`config.mk`:
```
export PLATFORM = sky130hd
export DESIGN_NAME = fetch_pc_gen_flat
export DESIGN_NICKNAME = d
export VERILOG_FILES = /design/src/rtl/fetch_pc_gen_pkg.sv /design/src/rtl/fetch_pc_gen_if.sv /design/src/rtl/fetch_pc_gen_hist_ring.sv /design/src/rtl/fetch_pc_gen.sv /design/src/flat_wrapper.sv
export SDC_FILE = /design/constraint.sdc
export NUM_CORES = 1
export LEC_CHECK = 0
export ABC_CLOCK_PERIOD_IN_PS = 2900
export BUFFER_PORTS_ARGS = -buffer_cell sky130_fd_sc_hd__buf_4
export CAP_MARGIN = 20
export CORE_ASPECT_RATIO = 0.8
export CORE_UTILIZATION = 45
export DETAILED_ROUTE_END_ITERATION = 8
export PLACE_DENSITY = 0.77
export SLEW_MARGIN = 20
export SYNTH_ARGS = -nofsm -noshare
export SYNTH_HDL_FRONTEND = slang
export SYNTH_SLANG_ARGS = --single-unit
```
`constraint.sdc`:
```
create_clock -name clk -period 2.9 [get_ports clk]
set_input_delay 0.145 -clock clk [delete_from_list [all_inputs] [get_ports clk]]
set_output_delay 0.145 -clock clk [all_outputs]
set_load 0.005 [all_outputs]
```
`src/rtl/fetch_pc_gen_pkg.sv`:
```
// Shared definitions for the fetch PC generator: FSM state encoding,
// next-PC source select and the default boot address.
package fetch_pc_gen_pkg;

  localparam logic [31:0] DEFAULT_RESET_PC = 32'h4000_0000;

  typedef enum logic [1:0] {
    ST_BOOT = 2'd0,
    ST_RUN  = 2'd1,
    ST_HOLD = 2'd2
  } state_e;

  typedef enum logic [2:0] {
    SRC_TRAP  = 3'd0,
    SRC_REDIR = 3'd1,
    SRC_PEND  = 3'd2,
    SRC_HOLD  = 3'd3,
    SRC_INC   = 3'd4
  } pc_src_e;

endpackage

```
`src/rtl/fetch_pc_gen_if.sv`:
```
// Bundle between the fetch PC generator and its surroundings.
// Handshake: redirect_valid / trap_valid are single-cycle requests with no
// ready; they are sampled on every rising edge. stall acts as an inverted
// ready for pc_out: pc_out is consumed on an edge only when pc_valid=1 and
// stall=0. state_dbg exposes the internal FSM state.
interface fetch_pc_gen_if #(
  parameter int unsigned XLEN       = 32,
  parameter int unsigned HIST_DEPTH = 4
);
  localparam int unsigned IDXW = $clog2(HIST_DEPTH);

  logic            stall;
  logic            redirect_valid;
  logic [XLEN-1:0] redirect_pc;
  logic            trap_valid;
  logic [XLEN-1:0] trap_pc;
  logic [IDXW-1:0] hist_idx;
  logic [XLEN-1:0] pc_out;
  logic            pc_valid;
  logic            pend_valid;
  logic            misalign_err;
  logic [XLEN-1:0] hist_pc;
  logic [1:0]      state_dbg;

  modport master (
    output stall, redirect_valid, redirect_pc, trap_valid, trap_pc, hist_idx,
    input  pc_out, pc_valid, pend_valid, misalign_err, hist_pc, state_dbg
  );

  modport slave (
    input  stall, redirect_valid, redirect_pc, trap_valid, trap_pc, hist_idx,
    output pc_out, pc_valid, pend_valid, misalign_err, hist_pc, state_dbg
  );
endinterface

```
`src/rtl/fetch_pc_gen_hist_ring.sv`:
```
// pc_hist_ring: ring of recently retired PCs. Entry 0 of the read index is
// the most recent push; older entries follow.
module pc_hist_ring #(
  parameter int unsigned         XLEN     = 32,
  parameter int unsigned         DEPTH    = 4,
  parameter logic [XLEN-1:0]     RESET_PC = '0
) (
  input  logic                     clk,
  input  logic                     rst,
  input  logic                     push,
  input  logic [XLEN-1:0]          push_pc,
  input  logic [$clog2(DEPTH)-1:0] rd_idx,
  output logic [XLEN-1:0]          rd_pc
);
  localparam int unsigned IDXW = $clog2(DEPTH);

  logic [XLEN-1:0] mem_q [DEPTH];
  logic [XLEN-1:0] mem_d [DEPTH];
  logic [IDXW-1:0] wptr_q, wptr_d;
  logic [IDXW-1:0] rd_addr;

  // Write the pushed PC at the pointer and advance; DEPTH is a power of 2 so
  // the pointer wraps naturally.
  always_comb begin
    mem_d  = mem_q;
    wptr_d = wptr_q;
    if (push) begin
      mem_d[wptr_q] = push_pc;
      wptr_d        = wptr_q + IDXW'(1);
    end
  end

  // Storage and pointer registers; every entry boots holding RESET_PC.
  always_ff @(posedge clk or posedge rst) begin
    if (rst) begin
      wptr_q <= '0;
      for (int i = 0; i < int'(DEPTH); i++) mem_q[i] <= RESET_PC;
    end else begin
      wptr_q <= wptr_d;
      mem_q  <= mem_d;
    end
  end

  // Newest-first read: index 0 is the slot just behind the write pointer.
  always_comb begin
    rd_addr = wptr_q - IDXW'(1) - rd_idx;
    rd_pc   = mem_q[rd_addr];
  end
endmodule

```
`src/rtl/fetch_pc_gen.sv`:
```
// fetch_pc_gen: instruction fetch PC generator with trap/redirect priority,
// stall-time redirect latching and target alignment.
// Optional feature: define FETCH_PC_HIST_EN to build the retired-PC history
// ring; otherwise hist_pc reads as 0 and hist_idx is ignored.
module fetch_pc_gen
  import fetch_pc_gen_pkg::*;
#(
  parameter int unsigned     XLEN       = 32,
  parameter logic [XLEN-1:0] RESET_PC   = XLEN'(DEFAULT_RESET_PC),
  parameter int unsigned     INC        = 4,
  parameter int unsigned     HIST_DEPTH = 4
) (
  input  logic          clk,
  input  logic          rst,
  fetch_pc_gen_if.slave bus
);
  localparam logic [1:0]      S_BOOT     = ST_BOOT;
  localparam logic [1:0]      S_RUN      = ST_RUN;
  localparam logic [1:0]      S_HOLD     = ST_HOLD;
  localparam logic [XLEN-1:0] ALIGN_MASK = XLEN'(INC - 1);
  localparam logic [XLEN-1:0] INC_V      = XLEN'(INC);

  logic [1:0]      state_q, state_d;
  logic [XLEN-1:0] pc_q, pc_d;
  logic            pc_valid_q, pc_valid_d;
  logic            pend_valid_q, pend_valid_d;
  logic [XLEN-1:0] pend_pc_q, pend_pc_d;
  logic            misalign_q, misalign_d;
  pc_src_e         src;

  // Pick where the next PC comes from, highest priority first.
  always_comb begin
    src = SRC_INC;
    if (bus.trap_valid)                           src = SRC_TRAP;
    else if (bus.redirect_valid && !bus.stall)    src = SRC_REDIR;
    else if (pend_valid_q && !bus.stall)          src = SRC_PEND;
    else if (bus.stall || (state_q == S_BOOT))    src = SRC_HOLD;
  end

  // Next PC; redirect and trap targets are forced onto an INC boundary.
  always_comb begin
    pc_d = pc_q;
    case (src)
      SRC_TRAP:  pc_d = bus.trap_pc & ~ALIGN_MASK;
      SRC_REDIR: pc_d = bus.redirect_pc & ~ALIGN_MASK;
      SRC_PEND:  pc_d = pend_pc_q;
      SRC_HOLD:  pc_d = pc_q;
      SRC_INC:   pc_d = pc_q + INC_V;
      default:   pc_d = pc_q;
    endcase
  end

  // Pending redirect: latched while stalled, dropped by a trap, consumed
  // (or superseded by a live redirect) on the first unstalled edge.
  always_comb begin
    pend_valid_d = pend_valid_q;
    pend_pc_d    = pend_pc_q;
    if (bus.trap_valid) begin
      pend_valid_d = 1'b0;
    end else if (bus.redirect_valid && bus.stall) begin
      pend_valid_d = 1'b1;
      pend_pc_d    = bus.redirect_pc & ~ALIGN_MASK;
    end else if (!bus.stall) begin
      pend_valid_d = 1'b0;
    end
  end

  // Misalignment flag checks only the target that actually wins.
  always_comb begin
    if (bus.trap_valid) misalign_d = |(bus.trap_pc & ALIGN_MASK);
    else                misalign_d = bus.redirect_valid && |(bus.redirect_pc & ALIGN_MASK);
  end

  // FSM: one BOOT cycle, then RUN/HOLD follow stall.
  always_comb begin
    state_d = state_q;
    case (state_q)
      S_BOOT:  state_d = S_RUN;
      S_RUN:   state_d = bus.stall ? S_HOLD : S_RUN;
      S_HOLD:  state_d = bus.stall ? S_HOLD : S_RUN;
      default: state_d = S_BOOT;
    endcase
    pc_valid_d = (state_d != S_BOOT);
  end

  // State registers; reset also discards any pending redirect at once.
  always_ff @(posedge clk or posedge rst) begin
    if (rst) begin
      state_q      <= S_BOOT;
      pc_q         <= RESET_PC;
      pc_valid_q   <= 1'b0;
      pend_valid_q <= 1'b0;
      pend_pc_q    <= RESET_PC;
      misalign_q   <= 1'b0;
    end else begin
      state_q      <= state_d;
      pc_q         <= pc_d;
      pc_valid_q   <= pc_valid_d;
      pend_valid_q <= pend_valid_d;
      pend_pc_q    <= pend_pc_d;
      misalign_q   <= misalign_d;
    end
  end

  assign bus.pc_out       = pc_q;
  assign bus.pc_valid     = pc_valid_q;
  assign bus.pend_valid   = pend_valid_q;
  assign bus.misalign_err = misalign_q;
  assign bus.state_dbg    = state_q;

`ifdef FETCH_PC_HIST_EN
  logic hist_push;
  assign hist_push = (state_q == S_RUN) && !bus.stall;

  pc_hist_ring #(
    .XLEN     (XLEN),
    .DEPTH    (HIST_DEPTH),
    .RESET_PC (RESET_PC)
  ) u_hist (
    .clk     (clk),
    .rst     (rst),
    .push    (hist_push),
    .push_pc (pc_q),
    .rd_idx  (bus.hist_idx),
    .rd_pc   (bus.hist_pc)
  );
`else
  assign bus.hist_pc = '0;
`endif
endmodule

```
`src/flat_wrapper.sv`:
```
// flat-port wrapper written by rule: the top's interface ports become plain ports
module fetch_pc_gen_flat import fetch_pc_gen_pkg::*;
#(
  parameter int unsigned     XLEN       = 32,
  parameter logic [XLEN-1:0] RESET_PC   = XLEN'(DEFAULT_RESET_PC),
  parameter int unsigned     INC        = 4,
  parameter int unsigned     HIST_DEPTH = 4
)
  (clk, rst, bus_stall, bus_redirect_valid, bus_redirect_pc, bus_trap_valid, bus_trap_pc, bus_hist_idx, bus_pc_out, bus_pc_valid, bus_pend_valid, bus_misalign_err, bus_hist_pc, bus_state_dbg);
  fetch_pc_gen_if #(.XLEN(XLEN), .HIST_DEPTH(HIST_DEPTH)) bus_i ();
  input  logic clk;
  input  logic rst;
  input wire logic [$bits(bus_i.stall)-1:0] bus_stall;
  input wire logic [$bits(bus_i.redirect_valid)-1:0] bus_redirect_valid;
  input wire logic [$bits(bus_i.redirect_pc)-1:0] bus_redirect_pc;
  input wire logic [$bits(bus_i.trap_valid)-1:0] bus_trap_valid;
  input wire logic [$bits(bus_i.trap_pc)-1:0] bus_trap_pc;
  input wire logic [$bits(bus_i.hist_idx)-1:0] bus_hist_idx;
  output wire logic [$bits(bus_i.pc_out)-1:0] bus_pc_out;
  output wire logic [$bits(bus_i.pc_valid)-1:0] bus_pc_valid;
  output wire logic [$bits(bus_i.pend_valid)-1:0] bus_pend_valid;
  output wire logic [$bits(bus_i.misalign_err)-1:0] bus_misalign_err;
  output wire logic [$bits(bus_i.hist_pc)-1:0] bus_hist_pc;
  output wire logic [$bits(bus_i.state_dbg)-1:0] bus_state_dbg;
  assign bus_i.stall = bus_stall;
  assign bus_i.redirect_valid = bus_redirect_valid;
  assign bus_i.redirect_pc = bus_redirect_pc;
  assign bus_i.trap_valid = bus_trap_valid;
  assign bus_i.trap_pc = bus_trap_pc;
  assign bus_i.hist_idx = bus_hist_idx;
  assign bus_pc_out = bus_i.pc_out;
  assign bus_pc_valid = bus_i.pc_valid;
  assign bus_pend_valid = bus_i.pend_valid;
  assign bus_misalign_err = bus_i.misalign_err;
  assign bus_hist_pc = bus_i.hist_pc;
  assign bus_state_dbg = bus_i.state_dbg;
  fetch_pc_gen #(.XLEN(XLEN), .RESET_PC(RESET_PC), .INC(INC), .HIST_DEPTH(HIST_DEPTH)) u_core (.clk(clk), .rst(rst), .bus(bus_i));
endmodule
```
Yosys cells after proc, flatten, opt, wreduce, memory -nomap -nowiden
Cells that the tools add are included.
Widths: inputs -> output; s select.
{"block": "word_totals", "reg_bits": 67, "inputBits": 71, "out_inout_bits": 69, "elab_cells": 39}
{"block": "op_classes", "add_sub_neg": 1, "n_eq_ne": 6, "muxes": 11, "bitwise_logic": 1, "n_reduce_logical": 14}
{"op": "$pmux 32 s4", "n": 1}
{"op": "$add 32x3->32 const B", "n": 1}
{"op": "$mux 3", "n": 4}
{"op": "$reduce_or 2->1", "n": 3}
{"op": "$logic_and 1x1->1", "n": 4}
{"op": "$mux 1", "n": 4}
{"op": "$pmux 2 s2", "n": 1}
{"op": "$reduce_bool 4->1", "n": 1}
{"op": "$eq 3x1->1 const B", "n": 1}
{"op": "$eq 3x2->1 const B", "n": 1}
{"op": "$eq 3x3->1 const B", "n": 1}
{"op": "$logic_not 3->1", "n": 1}
{"op": "$ne 3x1->1 const B", "n": 1}
{"op": "$eq 2x1->1 const B", "n": 1}
{"op": "$eq 2x2->1 const B", "n": 1}
{"op": "$logic_not 2->1", "n": 1}
{"op": "$mux 2", "n": 1}
{"op": "$reduce_and 2->1", "n": 1}
{"op": "$reduce_bool 2->1", "n": 1}
{"op": "$logic_not 1->1", "n": 1}
{"op": "$logic_or 1x1->1", "n": 1}
{"op": "$not 1->1", "n": 1}

Depth between registers and ports, before layout
Gate-level depths: netlist of run 1.
{"block": "depth", "depth_word": 8, "depth_mapped": 8, "mapped_depth_nobuf": 7}

Worst setup path after synthesis of run 1
Ideal clock, no wire load.
{"block": "synth_path", "kind": "register to register", "startpoint": "register u_core.pc_q[2] (netlist: u_core.bus.pc_out[2])", "endpoint": "register u_core.pc_q[24] (netlist: u_core.bus.pc_out[24])", "setup_time_ps": 139, "t_arrival_ps": 1958, "t_required_ps": 2761, "slack_ps": 803, "stages_incl_launch_ff": 7, "n_path_buf": 0, "synth_period_minus_slack_ps": 2097, "cell_sequence": "dfrtp_1 -> ha_1 -> nand3_1 -> nor4_4 -> nand3_2 -> and3_1 -> or4_1"}
{"block": "synth_via", "elab_chain_cells": 2}
{"element": "from (decl)", "line_no": "fetch_pc_gen.sv:24", "text": "logic [XLEN-1:0] pc_q, pc_d;"}
{"element": "from (signal assigned)", "line_no": "fetch_pc_gen.sv:97", "text": "pc_q <= pc_d;"}
{"element": "$add 32x3->32", "line_no": "fetch_pc_gen.sv:48", "text": "SRC_INC: pc_d = pc_q + INC_V;"}
{"element": "$pmux 32 s4", "line_no": "fetch_pc_gen.sv:43", "text": "case (src)"}
Every way passes these cells.
A chain may end at the register's enable or synchronous reset.

Worst setup path after layout of run 1
{"block": "layout_path", "startpoint": "register u_core.state_q[1] (netlist: u_core.bus.state_dbg[1])", "endpoint": "register u_core.pc_q[15] (netlist: u_core.bus.pc_out[15])"}
{"block": "layout_via", "elab_chain_cells": 8}
{"element": "from (decl)", "line_no": "fetch_pc_gen.sv:23", "text": "logic [1:0] state_q, state_d;"}
{"element": "from (signal assigned)", "line_no": "fetch_pc_gen.sv:96", "text": "state_q <= state_d;"}
{"element": "$logic_not 2->1 *", "line_no": "fetch_pc_gen.sv:37", "text": "else if (bus.stall || (state_q == S_BOOT)) src = SRC_HOLD;"}
{"element": "$logic_or 1x1->1 *", "line_no": "fetch_pc_gen.sv:37"}
{"element": "$mux 3 *", "line_no": "fetch_pc_gen.sv:37"}
{"element": "$mux 3 *", "line_no": "fetch_pc_gen.sv:36", "text": "else if (pend_valid_q && !bus.stall) src = SRC_PEND;"}
{"element": "$mux 3 *", "line_no": "fetch_pc_gen.sv:35", "text": "else if (bus.redirect_valid && !bus.stall) src = SRC_REDIR;"}
{"element": "$mux 3 *", "line_no": "fetch_pc_gen.sv:34", "text": "if (bus.trap_valid) src = SRC_TRAP;"}
{"element": "$eq 3x3->1 (tied with other cells)", "line_no": "fetch_pc_gen.sv:43"}
{"element": "$pmux 32 s4 / $reduce_bool 4->1 (equally long branches)"}
Mark *: on every way between the ends. The rest lies on a longest branch, timed or not.

==> flow_summary.html, run 1 <==
<table>
<tr><th>Metric</th><th>Value</th></tr>
<tr><th colspan="2">STA</th></tr>
<tr><td>Transition at the pin with the smallest max-transition slack</td><td>0.803 ns</td></tr>
<tr><td>Final number of hold-violating endpoints</td><td>0</td></tr>
<tr><td>Relative slew slack</td><td>46.5%</td></tr>
<tr><td>Max Clock Skew</td><td>0.00854 ns</td></tr>
<tr><td>Max-slew violation count</td><td>0</td></tr>
<tr><td>Number of failing setup endpoints in the final timing report</td><td>0</td></tr>
<tr><td>Unrepaired setup endpoints after global routing</td><td>no</td></tr>
<tr><td>Share of the clock period used by the worst path</td><td>79.1%</td></tr>
<tr><td>Maximum operating frequency</td><td>436 MHz</td></tr>
<tr><td>Period minus WS final</td><td>2.30 ns</td></tr>
<tr><td>Setup TNS after final layout</td><td>0 ns</td></tr>
<tr><th colspan="2">Worst setup path</th></tr>
<tr><td>Worst r2r dst</td><td>u_core.bus.pc_out[15]</td></tr>
<tr><td>R2R Setup Slk</td><td>0.60 ns</td></tr>
<tr><td>Setup crit end kind</td><td>register</td></tr>
<tr><td>FF-to-FF Start</td><td>u_core.bus.state_dbg[1]</td></tr>
<tr><td>CP Data Arrival Time</td><td>2.58 ns</td></tr>
<tr><td>Startpoint-to-endpoint class of the critical path</td><td>register to register</td></tr>
<tr><td>Worst reg2reg path depth</td><td>8</td></tr>
<tr><td>Endpoint required time on the critical path</td><td>3.19 ns</td></tr>
<tr><td>Startpoint type of the worst setup path</td><td>register</td></tr>
<tr><td>Worst-path maximum fanout</td><td>9</td></tr>
<tr><th colspan="2">Logic synthesis</th></tr>
<tr><td>Number of enable flip-flop cells after synthesis</td><td>0</td></tr>
<tr><td>Synth Cell Area</td><td>0.00393 sq mm</td></tr>
<tr><td>Top-count cell post-synth</td><td>dfrtp_1</td></tr>
<tr><td>Area share of the largest cell type after synthesis</td><td>40.1%</td></tr>
<tr><td>Average cell area after synthesis</td><td>9.42 sq um</td></tr>
<tr><td>#FFs+latches synth</td><td>65</td></tr>
<tr><td>Proportion of synthesized chip area in sequential cells</td><td>41.5%</td></tr>
<tr><td>Number of distinct library cells after synthesis</td><td>52</td></tr>
<tr><td>Top cells by area in the synthesized netlist</td><td>dfrtp_1, mux2_2, buf_4, o21ai_0, nand2_1</td></tr>
<tr><td>Most frequently used flop master after synthesis</td><td>dfrtp_1</td></tr>
<tr><td>Cell taking the most area after synthesis</td><td>dfrtp_1</td></tr>
<tr><td>Most numerous cell types in the synthesized netlist</td><td>dfrtp_1, nand2_1, o21ai_0</td></tr>
<tr><td>Share of async-settable or async-resettable flops after synthesis</td><td>100%</td></tr>
<tr><td>Post-Syn Instances</td><td>417</td></tr>
<tr><td>Yosys warns</td><td>0</td></tr>
<tr><th colspan="2">Place</th></tr>
<tr><td>Port bufs</td><td>103</td></tr>
<tr><td>Placer Congestion</td><td>0.935</td></tr>
<tr><td>Sum of net half-perimeters after detailed placement</td><td>8030 um</td></tr>
<tr><th colspan="2">GRT</th></tr>
<tr><td>Gr usage total</td><td>25.0%</td></tr>
<tr><td>Via count of the first global-routing pass</td><td>3569</td></tr>
<tr><td>Total overflow reported by the global router</td><td>0</td></tr>
<tr><td>Initial antenna violation count</td><td>0</td></tr>
<tr><td>Global-route wire length before repair</td><td>17700 um</td></tr>
<tr><td>Maximum number of pins on one net before global-route repair</td><td>31</td></tr>
<tr><th colspan="2">CTS</th></tr>
<tr><td>Clock root cell</td><td>clkbuf_8</td></tr>
<tr><td>Sinks on Clock Net</td><td>65</td></tr>
<tr><td>CTS tree</td><td>built</td></tr>
<tr><td>H-tree depth</td><td>3</td></tr>
<tr><td>Clock transition at the registers of the reported paths</td><td>0.07 ns</td></tr>
<tr><td>Number of buffers created by CTS</td><td>9</td></tr>
<tr><td>Skew-Pair Late Insertion Delay</td><td>0.35 ns</td></tr>
<tr><td>Post-CTS resize count</td><td>0</td></tr>
<tr><td>Largest buffer count on any clock path</td><td>2</td></tr>
<tr><td>Post-CTS setup buffer count</td><td>0</td></tr>
<tr><th colspan="2">Route</th></tr>
<tr><td>Number of DRC markers after the initial detailed-route iteration</td><td>311</td></tr>
<tr><td>Final Routed Wirelength</td><td>11000 um</td></tr>
<tr><td>Vias per cell</td><td>5.90</td></tr>
<tr><td>Drc violations</td><td>0</td></tr>
<tr><td>Antenna Violating Nets Remaining</td><td>0</td></tr>
<tr><td>Number of detailed-route iterations in the first pass</td><td>5</td></tr>
<tr><td>Per-cell routed wire length</td><td>17.2 um</td></tr>
<tr><td>Via count</td><td>3771</td></tr>
<tr><th colspan="2">Pwr</th></tr>
<tr><td>Leakage dissipation</td><td>2.21 nW</td></tr>
<tr><td>Cell area power density</td><td>599 mW/mm^2</td></tr>
<tr><td>Pwr Total</td><td>0.00297 W</td></tr>
<tr><td>Worst VDD drop</td><td>0.229 mV</td></tr>
<tr><th colspan="2">Floorplanning</th></tr>
<tr><td>Starting density of the core</td><td>46.3%</td></tr>
<tr><td>Placeable core area</td><td>0.00848 sq mm</td></tr>
<tr><td>Die extent in x</td><td>106 um</td></tr>
<tr><td>Die height</td><td>85.6 um</td></tr>
<tr><td>Die area</td><td>0.00911 sq mm</td></tr>
<tr><td>FP Rows</td><td>30</td></tr>
<tr><td>Number of top-level pins</td><td>140</td></tr>
<tr><th colspan="2">Min path</th></tr>
<tr><td>Launch point of the worst hold path</td><td>bus_redirect_pc[3]</td></tr>
<tr><td>Path type of the worst min-delay path</td><td>primary input to register</td></tr>
<tr><td>Worst Hold Endpoint</td><td>u_core.pend_pc_q[3]</td></tr>
<tr><td>Hold-critical path depth</td><td>2</td></tr>
<tr><th colspan="2">Run</th></tr>
<tr><td>Count of max-cap constraint violations</td><td>0</td></tr>
<tr><th colspan="2">Cells and area</th></tr>
<tr><td>Area growth from synthesis to final layout</td><td>26.1%</td></tr>
<tr><td>Count of nets after finishing</td><td>597</td></tr>
<tr><td>Area used by multi-input combinational logic</td><td>0.00204 sq mm</td></tr>
<tr><td>Number of inserted diodes</td><td>0</td></tr>
<tr><td>Number of fill cells in the layout</td><td>715</td></tr>
<tr><td>FF+latch area</td><td>0.00163 sq mm</td></tr>
<tr><td>Share of cells above drive strength 1</td><td>33.0%</td></tr>
<tr><th colspan="2">Status</th></tr>
<tr><td>Run status</td><td>complete, no violations</td></tr>
</table>
-- worst max-delay path, cell delays in order (launching register included) --
cell	delay, ns
dfrtp_1	0.41
inv_1	0.07
ha_1	0.20
nor3b_1	0.39
nand2b_1	0.42
buf_4	0.25
a221o_1	0.16
o22ai_1	0.08
o21ba_2	0.24
-- metrics by stage --
step                      util [%]  area, sq um  worst slack [ns]  instances  hold WS [ns]
after floorplan                  -         4050             0.803        450         0.253
after CTS                     58.4         4950             0.637        639        0.0258
after global routing          58.4         4950             0.390        639        0.0296
after global placement        55.8         4740             0.663        622         0.273
final                         58.4         4950             0.605        639        0.0364
after detailed placement      55.8         4740             0.650        622         0.280
-- area by class of cell --
cell class | instances | share of cell area, %
repair buffers | 120 | 18.2
inverters | 9 | 0.682
flip-flops and latches | 65 | 32.9
multi-input cells | 317 | 41.2
clock buffers | 14 | 3.49
well taps | 112 | 2.83
clock inverters | 2 | 0.707
-- metal layers --
layer	vias up	wire [um]	GRT usage (%)
met5	-	0	0
met4	0	192	8.72
met3	24	1160	8.21
met2	190	5120	39.0
met1	1835	4520	32.9
li1	1722	-	-
-- flip-flops by register name, indices dropped and copies added (netlist names) --
register and cells:
u_core.bus.pend_valid 1, u_core.bus.pc_valid 1, u_core.pend_pc_q 30, u_core.bus.misalign_err 1, u_core.bus.state_dbg 2, u_core.bus.pc_out 30
-- cells by family (layout without fill, tap and decap cells) --
logic type               Yosys count  count (layout)  share of synthesized area, %
multiplexers                      30              30                          8.60
buffers and inverters             68             145                          9.75
adder cells (fa/ha/maj)            4               4                          1.27
AO/OA/AOI/OAI                    126             126                          22.2
XOR/XNOR                           4               4                         0.892
AND/OR/NAND/NOR                  119             119                          15.7
other                              1              34                        0.0955
flip-flops                        65              65                          41.5
-- layout by cell type (no fill, tap or decap), types with 2 or more instances in the layout --
cell type | netlist | routed
nand3b_1 | 3 | 3
o22ai_1 | 10 | 10
mux2_2 | 30 | 30
xor2_1 | 4 | 4
o31a_1 | 3 | 3
inv_1 | 9 | 8
o311ai_0 | 3 | 3
nand3_1 | 19 | 19
or4_1 | 2 | 2
and3_1 | 6 | 6
nor2_1 | 23 | 23
o21ai_0 | 36 | 36
dfrtp_1 | 63 | 63
clkbuf_8 | 0 | 12
clkbuf_1 | 24 | 2
buf_4 | 34 | 119
nand4_1 | 6 | 6
a221oi_1 | 7 | 7
o32a_1 | 2 | 2
ha_1 | 4 | 4
and2_1 | 5 | 5
nor4_1 | 2 | 2
o211a_1 | 2 | 2
conb_1 | 1 | 34
o21a_1 | 2 | 2
a222oi_1 | 8 | 8
nand2_1 | 38 | 38
a21oi_1 | 13 | 13
dfstp_2 | 2 | 2
o221ai_1 | 5 | 5
a31oi_1 | 10 | 10
nor3_1 | 5 | 5
a221o_1 | 5 | 5
a22oi_1 | 4 | 4
o211ai_1 | 9 | 9
-- where the power goes --
| part | switching [W] | total [W] | internal [W] |
|---|---|---|---|
| logic | 0.000382 | 0.000824 | 0.000441 |
| registers | 0.000224 | 0.00133 | 0.00110 |
| clock network | 0.000347 | 0.000815 | 0.000467 |
| total | 0.000953 | 0.00297 | 0.00201 |
-- worst max path at each step --
stage / end / startpoint / cells after the start / slack [ns]
2_1_floorplan: u_core.bus.pc_out[24] / u_core.bus.pc_out[2] / 6 / 0.80
4_1_cts: u_core.bus.pc_out[15] / u_core.bus.state_dbg[0] / 8 / 0.64
3_5_place_dp: u_core.bus.pc_out[15] / u_core.bus.state_dbg[0] / 8 / 0.65
3_3_place_gp: u_core.bus.pc_out[15] / u_core.bus.state_dbg[0] / 8 / 0.66
6_report: u_core.bus.pc_out[15] / u_core.bus.state_dbg[1] / 8 / 0.60
5_1_grt: u_core.bus.pc_out[9] / u_core.bus.pend_valid / 6 / 0.39
-- timing repair --
item                       in CTS  in global routing
setup endpoints to repair       0                  0
hold buffers                    1                  0
hold endpoints to repair       27                  0
Power figures use the tool's default switching activity.
==> inputs of run 2 (changes only) <==
- ABC_CLOCK_PERIOD_IN_PS: 2900 -> 2300
- clock period: 2.9 -> 2.3 ns (I/O delays scaled with it)
==> flow_summary.html, run 2 (synthesis results as in run 1) <==
<table>
<tr><th>Metric</th><th>Value</th></tr>
<tr><th colspan="2">CTS</th></tr>
<tr><td>H-tree depth</td><td>3</td></tr>
<tr><td>Clock root cell</td><td>clkbuf_8</td></tr>
<tr><td>Clock transition at the registers of the reported paths</td><td>0.07 ns</td></tr>
<tr><td>Skew-Pair Late Insertion Delay</td><td>0.35 ns</td></tr>
<tr><td>CTS tree</td><td>built</td></tr>
<tr><td>Number of buffers created by CTS</td><td>9</td></tr>
<tr><td>Sinks on Clock Net</td><td>65</td></tr>
<tr><td>Largest buffer count on any clock path</td><td>2</td></tr>
<tr><th colspan="2">Cells and area</th></tr>
<tr><td>Share of cells above drive strength 1</td><td>34.1%</td></tr>
<tr><td>Number of inserted diodes</td><td>0</td></tr>
<tr><td>Most common cell after layout, fill and taps aside</td><td>buf_4</td></tr>
<tr><td>Area growth from synthesis to final layout</td><td>28.2%</td></tr>
<tr><td>Count of nets after finishing</td><td>604</td></tr>
<tr><td>Highest-count cells in the layout ignoring fill and taps</td><td>buf_4, dfrtp_1, nand2_1, o21ai_0, conb_1</td></tr>
<tr><th colspan="2">Floorplanning</th></tr>
<tr><td>FP Rows</td><td>30</td></tr>
<tr><td>Die area</td><td>0.00911 sq mm</td></tr>
<tr><td>Die extent in x</td><td>106 um</td></tr>
<tr><td>Die height</td><td>85.6 um</td></tr>
<tr><td>Placeable core area</td><td>0.00848 sq mm</td></tr>
<tr><td>Starting density of the core</td><td>46.3%</td></tr>
<tr><td>Number of top-level pins</td><td>140</td></tr>
<tr><th colspan="2">Route</th></tr>
<tr><td>Number of detailed-route iterations in the first pass</td><td>5</td></tr>
<tr><td>Number of DRC markers after the initial detailed-route iteration</td><td>305</td></tr>
<tr><td>Final Routed Wirelength</td><td>11300 um</td></tr>
<tr><td>Drc violations</td><td>0</td></tr>
<tr><td>Vias per cell</td><td>5.82</td></tr>
<tr><td>Per-cell routed wire length</td><td>17.5 um</td></tr>
<tr><td>Antenna Violating Nets Remaining</td><td>0</td></tr>
<tr><td>Via count</td><td>3758</td></tr>
<tr><th colspan="2">Place</th></tr>
<tr><td>Worst setup timing slack at the placement stage</td><td>0.191 ns</td></tr>
<tr><td>Port bufs</td><td>103</td></tr>
<tr><td>Sum of net half-perimeters after detailed placement</td><td>8080 um</td></tr>
<tr><td>Placer Congestion</td><td>0.837</td></tr>
<tr><th colspan="2">GRT</th></tr>
<tr><td>Global-route wire length before repair</td><td>17700 um</td></tr>
<tr><td>Initial antenna violation count</td><td>0</td></tr>
<tr><td>Via count of the first global-routing pass</td><td>3556</td></tr>
<tr><td>Gr usage total</td><td>25.3%</td></tr>
<tr><td>Total overflow reported by the global router</td><td>0</td></tr>
<tr><td>Maximum number of pins on one net before global-route repair</td><td>39</td></tr>
<tr><th colspan="2">Pwr</th></tr>
<tr><td>Worst VDD drop</td><td>0.351 mV</td></tr>
<tr><td>Leakage dissipation</td><td>2.26 nW</td></tr>
<tr><td>Cell area power density</td><td>749 mW/mm^2</td></tr>
<tr><th colspan="2">STA</th></tr>
<tr><td>Maximum operating frequency</td><td>479 MHz</td></tr>
<tr><td>Relative slew slack</td><td>47.0%</td></tr>
<tr><td>Max Clock Skew</td><td>0.00734 ns</td></tr>
<tr><td>Transition at the pin with the smallest max-transition slack</td><td>0.792 ns</td></tr>
<tr><td>Number of failing setup endpoints in the final timing report</td><td>0</td></tr>
<tr><td>Setup TNS after final layout</td><td>0 ns</td></tr>
<tr><td>Setup WS post-layout</td><td>0.211 ns</td></tr>
<tr><td>Unrepaired setup endpoints after global routing</td><td>no</td></tr>
<tr><td>Period minus WS final</td><td>2.09 ns</td></tr>
<tr><td>Final number of hold-violating endpoints</td><td>0</td></tr>
<tr><td>Max-slew violation count</td><td>0</td></tr>
<tr><td>Share of the clock period used by the worst path</td><td>90.8%</td></tr>
<tr><th colspan="2">Worst setup path</th></tr>
<tr><td>Highest-delay cell along the critical path</td><td>dfrtp_1</td></tr>
<tr><td>FF-to-FF Start</td><td>u_core.bus.state_dbg[0]</td></tr>
<tr><td>Highest cell delay on the worst timing path</td><td>0.41 ns</td></tr>
<tr><td>Worst reg2reg path depth</td><td>8</td></tr>
<tr><td>Cell-by-cell trace of the critical path</td><td>inv_1 -&gt; ha_1 -&gt; nor3b_1 -&gt; nand2b_2 -&gt; buf_4 -&gt; a222oi_1 -&gt; a21oi_1 -&gt; a21o_1</td></tr>
<tr><td>Startpoint-to-endpoint class of the critical path</td><td>register to register</td></tr>
<tr><td>Worst r2r dst</td><td>u_core.bus.pc_out[4]</td></tr>
<tr><td>Family with the most delay on the worst path</td><td>compound AO/OA/AOI/OAI gates</td></tr>
<tr><td>Setup crit end kind</td><td>register</td></tr>
<tr><td>Worst-path maximum fanout</td><td>9</td></tr>
<tr><td>Worst path buffer plus inverter count</td><td>2</td></tr>
<tr><td>R2R Setup Slk</td><td>0.21 ns</td></tr>
<tr><td>Endpoint required time on the critical path</td><td>2.54 ns</td></tr>
<tr><td>Startpoint type of the worst setup path</td><td>register</td></tr>
<tr><td>CP Data Arrival Time</td><td>2.33 ns</td></tr>
<tr><th colspan="2">Min path</th></tr>
<tr><td>Hold-critical path depth</td><td>2</td></tr>
<tr><td>Path type of the worst min-delay path</td><td>primary input to register</td></tr>
<tr><td>Worst Hold Endpoint</td><td>u_core.pend_pc_q[2]</td></tr>
<tr><td>Launch point of the worst hold path</td><td>bus_redirect_pc[2]</td></tr>
<tr><th colspan="2">Status</th></tr>
<tr><td>Run status</td><td>complete, no violations</td></tr>
<tr><th colspan="2">Run</th></tr>
<tr><td>Count of max-cap constraint violations</td><td>0</td></tr>
</table>
[run 2: cell types whose count changed in the layout (fill, tap and decap cells not counted)]
cell,delta
buf_12,+2
nand2b_1,-1
buf_4,+5
nand2b_2,+1
[run 2: worst reg2reg max path: stages, from the launching register on]
cell and delay [ns]:
dfrtp_1 0.41, inv_1 0.06, ha_1 0.25, nor3b_1 0.17, nand2b_2 0.28, buf_4 0.22
a222oi_1 0.32, a21oi_1 0.12, a21o_1 0.16
[run 2: area by class of cell]
type                            count  area [sq um]
Sequential cell                    65          1630
Fill cell                         735          3450
Inverter                            9          33.8
Tap cell                          112           140
Clock buffer                       14           173
Multi-Input combinational cell    317          2040
Clock inverter                      2          35.0
Timing Repair Buffer              127           981
[run 2: power by group]
part	leakage [nW]	internal (W)	switching, W
logic	1.39	0.000583	0.000505
clock network	0.107	0.000589	0.000425
registers	0.764	0.00139	0.000279
[run 2: how the worst max path moves through the flow]
stage	depth (start not counted)	slack, ns	to	start
2_1_floorplan	6	0.20	u_core.bus.pc_out[24]	u_core.bus.pc_out[2]
3_5_place_dp	7	0.19	u_core.bus.pc_out[22]	bus_stall
5_1_grt	8	0.03	u_core.bus.pc_out[4]	u_core.bus.state_dbg[0]
6_report	8	0.21	u_core.bus.pc_out[4]	u_core.bus.state_dbg[0]
3_3_place_gp	7	0.28	u_core.bus.pc_out[22]	bus_stall
4_1_cts	8	0.17	u_core.bus.pc_out[4]	u_core.bus.state_dbg[0]
[run 2: repair_timing]
item,in CTS,in global routing
endpoints found under the hold margin,27,0
endpoints found under the setup margin,0,1
gates resized for setup,0,1
hold buffers,1,0
buffers inserted,0,0
[run 2: metal layers]
layer  vias to the layer above  part of all wire [%]  global-route usage [%]
met5                         -                     0                       0
met4                         0                   2.3                    8.84
met3                        26                   8.3                    6.00
met2                       202                    47                    40.6
met1                      1794                    43                    33.9
li1                       1736                     -                       -
[run 2: through the flow]
| stage | utilization [%] | total power, W | hold slack, ns | cell area [sq um] | cells |
|---|---|---|---|---|---|
| after floorplan | - | 0.00223 | 0.223 | 4050 | 450 |
| after global placement | 56.7 | 0.00270 | 0.255 | 4810 | 629 |
| after detailed placement | 56.7 | 0.00276 | 0.256 | 4810 | 629 |
| after CTS | 59.3 | 0.00378 | 0.00111 | 5030 | 646 |
| after global routing | 59.3 | 0.00399 | 0.000816 | 5030 | 646 |
| final | 59.3 | 0.00377 | 0.00946 | 5030 | 646 |
